File: src/rtl/match_run_tracker.sv
// match_run_tracker: consecutive-match run tracker for a comparator stream.
// Counts matching samples, tracks the current and longest run of matches,
// and locks once a run reaches THRESH, pulsing run_event on lock entry.
// Optional feature: define MATCH_RUN_TRACKER_MISMATCH_CNT_EN to add the
// mismatch_cnt output counting accepted z=0 samples.
module match_run_tracker #(
  parameter int CNT_W  = 8,
  parameter int RUN_W  = 4,
  parameter int THRESH = 3
) (
  input  logic             clk,
  input  logic             rst_n,
  input  logic             in_valid,
  input  logic             z,
  input  logic             clear,
  output logic             in_ready,
  output logic [CNT_W-1:0] match_cnt,
  output logic [RUN_W-1:0] run_len,
  output logic [RUN_W-1:0] max_run,
  output logic             locked,
  output logic             run_event
`ifdef MATCH_RUN_TRACKER_MISMATCH_CNT_EN
  , output logic [CNT_W-1:0] mismatch_cnt
`endif
);

  typedef enum logic [1:0] {
    IDLE = 2'd0,
    RUN  = 2'd1,
    LOCK = 2'd2
  } state_t;

  localparam logic [RUN_W-1:0] RUN_MAX  = '1;
  localparam logic [CNT_W-1:0] CNT_MAX  = '1;
  localparam logic [RUN_W-1:0] THRESH_V = RUN_W'(THRESH);

  state_t           state, state_next;
  logic             accept;
  logic [RUN_W-1:0] run_len_next;
  logic [RUN_W-1:0] max_run_next;
  logic [CNT_W-1:0] match_cnt_next;
  logic             locked_next;
  logic             run_event_next;
`ifdef MATCH_RUN_TRACKER_MISMATCH_CNT_EN
  logic [CNT_W-1:0] mismatch_cnt_next;
`endif

  // clear blocks acceptance, so a sample offered alongside clear is dropped.
  assign in_ready = ~clear;
  assign accept   = in_valid & in_ready;

  // Next-state and next-statistics computation; clear outranks any sample.
  always_comb begin
    state_next     = state;
    run_len_next   = run_len;
    max_run_next   = max_run;
    match_cnt_next = match_cnt;
    run_event_next = 1'b0;
`ifdef MATCH_RUN_TRACKER_MISMATCH_CNT_EN
    mismatch_cnt_next = mismatch_cnt;
`endif

    if (clear) begin
      state_next     = IDLE;
      run_len_next   = '0;
      max_run_next   = '0;
      match_cnt_next = '0;
`ifdef MATCH_RUN_TRACKER_MISMATCH_CNT_EN
      mismatch_cnt_next = '0;
`endif
    end else if (accept) begin
      if (z) begin
        // Both counters saturate rather than wrap.
        run_len_next   = (run_len == RUN_MAX) ? run_len : run_len + 1'b1;
        match_cnt_next = (match_cnt == CNT_MAX) ? match_cnt : match_cnt + 1'b1;
        case (state)
          IDLE:    state_next = (THRESH == 1) ? LOCK : RUN;
          RUN:     state_next = (run_len_next >= THRESH_V) ? LOCK : RUN;
          LOCK:    state_next = LOCK;
          default: state_next = IDLE;
        endcase
        // Longest run follows the new run length in the same cycle.
        max_run_next   = (run_len_next > max_run) ? run_len_next : max_run;
        // Fire only on the transition into LOCK, never while staying there.
        run_event_next = (state != LOCK) && (state_next == LOCK);
      end else begin
        state_next   = IDLE;
        run_len_next = '0;
`ifdef MATCH_RUN_TRACKER_MISMATCH_CNT_EN
        mismatch_cnt_next = (mismatch_cnt == CNT_MAX) ? mismatch_cnt
                                                      : mismatch_cnt + 1'b1;
`endif
      end
    end
  end

  // locked is registered alongside the state so it is a clean flop output.
  always_comb begin
    locked_next = (state_next == LOCK);
  end

  // State and statistics registers with asynchronous active-low reset.
  always_ff @(posedge clk or negedge rst_n) begin
    if (!rst_n) begin
      state     <= IDLE;
      run_len   <= '0;
      max_run   <= '0;
      match_cnt <= '0;
      locked    <= 1'b0;
      run_event <= 1'b0;
    end else begin
      state     <= state_next;
      run_len   <= run_len_next;
      max_run   <= max_run_next;
      match_cnt <= match_cnt_next;
      locked    <= locked_next;
      run_event <= run_event_next;
    end
  end

`ifdef MATCH_RUN_TRACKER_MISMATCH_CNT_EN
  // Mismatch counter register, reset and cleared like match_cnt.
  always_ff @(posedge clk or negedge rst_n) begin
    if (!rst_n) begin
      mismatch_cnt <= '0;
    end else begin
      mismatch_cnt <= mismatch_cnt_next;
    end
  end
`endif

endmodule

File: config.mk
export PLATFORM = sky130hd
export DESIGN_NAME = match_run_tracker
export DESIGN_NICKNAME = d
export VERILOG_FILES = /design/src/rtl/match_run_tracker.sv
export SDC_FILE = /design/constraint.sdc
export NUM_CORES = 1
export LEC_CHECK = 0
export ABC_AREA = 1
export BUFFER_PORTS_ARGS = -buffer_cell sky130_fd_sc_hd__buf_2
export CAP_MARGIN = 5
export CORE_ASPECT_RATIO = 1.2
export CORE_MARGIN = 4
export CORE_UTILIZATION = 45
export CTS_BUF_LIST = sky130_fd_sc_hd__clkbuf_4
export DETAILED_ROUTE_END_ITERATION = 8
export PLACE_DENSITY = 0.75
export SYNTH_ARGS = -nofsm -noshare
export SYNTH_HDL_FRONTEND = slang
export SYNTH_SLANG_ARGS = --single-unit
File: constraint.sdc
create_clock -name clk -period 1.8 [get_ports clk]
set_input_delay 0 -clock clk [delete_from_list [all_inputs] [get_ports clk]]
set_output_delay 0 -clock clk [all_outputs]
set_load 0.01 [all_outputs]
==> metrics <==
post-synth top area share 0.433; WP data required 2050 ps; Seq/Total Area, Yosys 0.433; Synth Area per Inst 8.08 sq um; Port Buffers 23; Slowest Stage Delay on Critical Path 430 ps; drt wl/cell 12.9 um; leakage power 0.785 nW; Compound-Gate Fraction of Synth Area 0.110; Initial Utilization 0.486; largest net degree at the start of global routing 21; first-pass GRT wire length 4520 um; Max-slew headroom 0.699; endpoint class of the critical path flop; max-slew violation count 0; Fin Clk Skew 7.20 ps; Tmin final 1850 ps; GRT Util Overall 0.175; hold_sp clear; total CTS buffers 3; Hold Fails Final Rpt 0; Clock Sinks 20; Hold WC Path Type primary input to flop; io pins 24; hold worst-path end match_cnt[4]; power share of the clock group 0.241; Setup WS pre-CTS -188 ps; Worst-Skew Late Latency 300 ps; Placed Area 1390 sq um; max-cap violation count 0; vias in the first global route 1055; Post-Syn Instances 143; Worst-Margin Slew 451 ps; clk root buf clkbuf_4; Worst Path Arrival 2100 ps; CP Class flop to flop; final wirelength 2700 um; Die H 63.5 um; period utilization 1.03; Bufs on Longest Clock Path 2; Final setup viols 4; Reg2Reg Capture Point max_run[1]; commonest non-fill, non-tap cell in the layout nand2_1; Yosys Warn Count 0; Cell Chain, Critical Path ha_4 -> nand2_4 -> nand2_4 -> o21ai_4 -> inv_2 -> ha_4 -> nand2_2 -> o21ai_2 -> nand2_2 -> nor2_4 -> nand2_1 -> nand2_1; maximum fanout along the worst path 5; Synth Area in Simple Gates 0.291; # rows 19; RSZ-0062 raised after global routing true; Filler Cells Inserted 214; die area 3450 sq um; mux contribution to synthesized area 0; Internal Pwr Total 0.612 mW; Worst setup SP type flop; HPWL reported at the end of detailed placement 2100 um; hold path depth 2; Max Freq 540 MHz; Synth Register Bits 20; CP startpoint run_len[1]; R2R depth 12; RePlAce Congestion 0.809; final non-filler cell total 209; Post-Synthesis Cell Area 1160 sq um; Die Width 54.3 um; VDD IR max 577 uV; PwrDens 577 nW/um^2; vias per inst 5.17; combinational family with the most area after synthesis simple AND/OR/NAND/NOR gates; CTS H-tree depth 1; overflow left after global routing 0; part of the power in registers 0.578; violated checks negative setup slack; Synthesized Nets 154; R2R Setup Slk -50 ps; Synth Area in Adders 0.0649; Net Sw Frac 0.295; fin area 1510 sq um; Layout Area Growth over Synthesis 30.2%; Initial DRC Count 35; synth top area cells dfrtp_1, nand2_1, ha_1; Logic pwr share 0.182; DRT antenna net count 0; TritonCTS clock tree yes; Nets 191; xor/xnor cell area share of the yosys netlist 0.0227; Clock transition at path regs 110 ps; commonest non-fill, non-tap cells in the layout nand2_1, buf_2, dfrtp_1; Final WS setup -50.6 ps; share of cells above drive strength 1 0.348; Top delay family on crit path simple AND/OR/NAND/NOR gates; Diodes inserted 0; number of distinct library cells after synthesis 26; Final Util 0.633; launching point of the worst reg2reg path run_len[1]; via count 1080; 1st-pass router iterations 4; critical path's slowest cell dfrtp_1; sw power 0.257 mW; drc violations 0; crit path buf inv count 1; Synth area leader dfrtp_1; antenna violations before repair 0; outcome complete, but fails checks; Placed Cells 204; Core Area 2380 sq um
## layout make-up
class	instances	area, sq um	share of cell area
Sequential cell	20	502	0.333
Inverter	21	78.8	0.0524
Clock buffer	3	22.5	0.0150
Timing Repair Buffer	33	193	0.128
Tap cell	31	38.8	0.0258
Multi-Input combinational cell	101	671	0.446
## synthesized netlist by cell type (all sizes together)
| cell type | n |
|---|---|
| o22ai | 3 |
| nand4 | 5 |
| a31oi | 1 |
| nand2 | 40 |
| o31ai | 2 |
| a41oi | 1 |
| a22o | 1 |
| a21oi | 6 |
| nand3b | 1 |
| ha | 6 |
| buf | 1 |
| nor2 | 8 |
| and2 | 1 |
| xor2 | 3 |
| or2 | 1 |
| inv | 21 |
| o21ai | 7 |
| nand3 | 15 |
| dfrtp | 20 |
## kinds of logic after synthesis
| family | Yosys count |
|---|---|
| AOI/OAI and AO/OA | 21 |
| xor gates and xnor gates | 3 |
| adders and majority gates | 6 |
| buffers and inverters | 22 |
| DFF | 20 |
| and+or+nand+nor | 71 |
## timing repair
action | CTS | global route
setup endpoints to repair | 4 | 4
gates cloned | 0 | 0
hold buffers | 1 | 0
buffers inserted | 1 | 0
endpoints found under the hold margin | 20 | 0
pin swaps | 8 | 3
gates resized for setup | 8 | 9
## worst reg2reg max path: cells and delay by family, from the launching register on
kind	cells	cell delay (ps)
AND/OR/NAND/NOR	7	530
adder cells (fa/ha/maj)	2	490
flip-flops	1	430
AO/OA/AOI/OAI	2	290
buffers and inverters	1	70
## how the worst max path moves through the flow
stage                            end  slack, ps  depth (start not counted)
final                     max_run[1]        -50                         12
after global routing      max_run[1]       -200                         12
after CTS                 max_run[1]        -80                         12
after detailed placement  max_run[1]       -190                         12
after global placement    max_run[0]        -90                         12
after floorplan           max_run[0]       -110                         12
## stage by stage
step	total power, mW	hold WS, ps	TNS [ps]
final	0.869	34.6	-185
after global routing	0.925	19.2	-760
after CTS	0.873	23.7	-322
after detailed placement	0.659	-20.9	-736
after global placement	0.653	-29.5	-350
after floorplan	0.591	-296	-452
## state kept, by name (all words and copies together), names as in the netlist
name       count
match_cnt      8
max_run        4
run_len        4
state          2
locked         1
run_event      1
## per-layer routing
| layer | global-route usage | share of wire | up-vias |
|---|---|---|---|
| met4 | 0.0841 | 0.017 | 0 |
| met3 | 0.0212 | 0.052 | 5 |
| met5 | 0 | 0 | - |
| met1 | 0.219 | 0.42 | 503 |
| met2 | 0.286 | 0.51 | 30 |
| li1 | - | - | 542 |
## power by group through the flow
stage | sequential [mW] | combinational (mW) | clock [mW]
3_3_place_gp | 0.509 | 0.144 | 0
4_1_cts | 0.501 | 0.155 | 0.217
3_5_place_dp | 0.509 | 0.149 | 0
2_1_floorplan | 0.515 | 0.0757 | 0
5_1_grt | 0.506 | 0.178 | 0.242
6_report | 0.502 | 0.158 | 0.209
No activity file was read; power rests on OpenSTA's default activity.
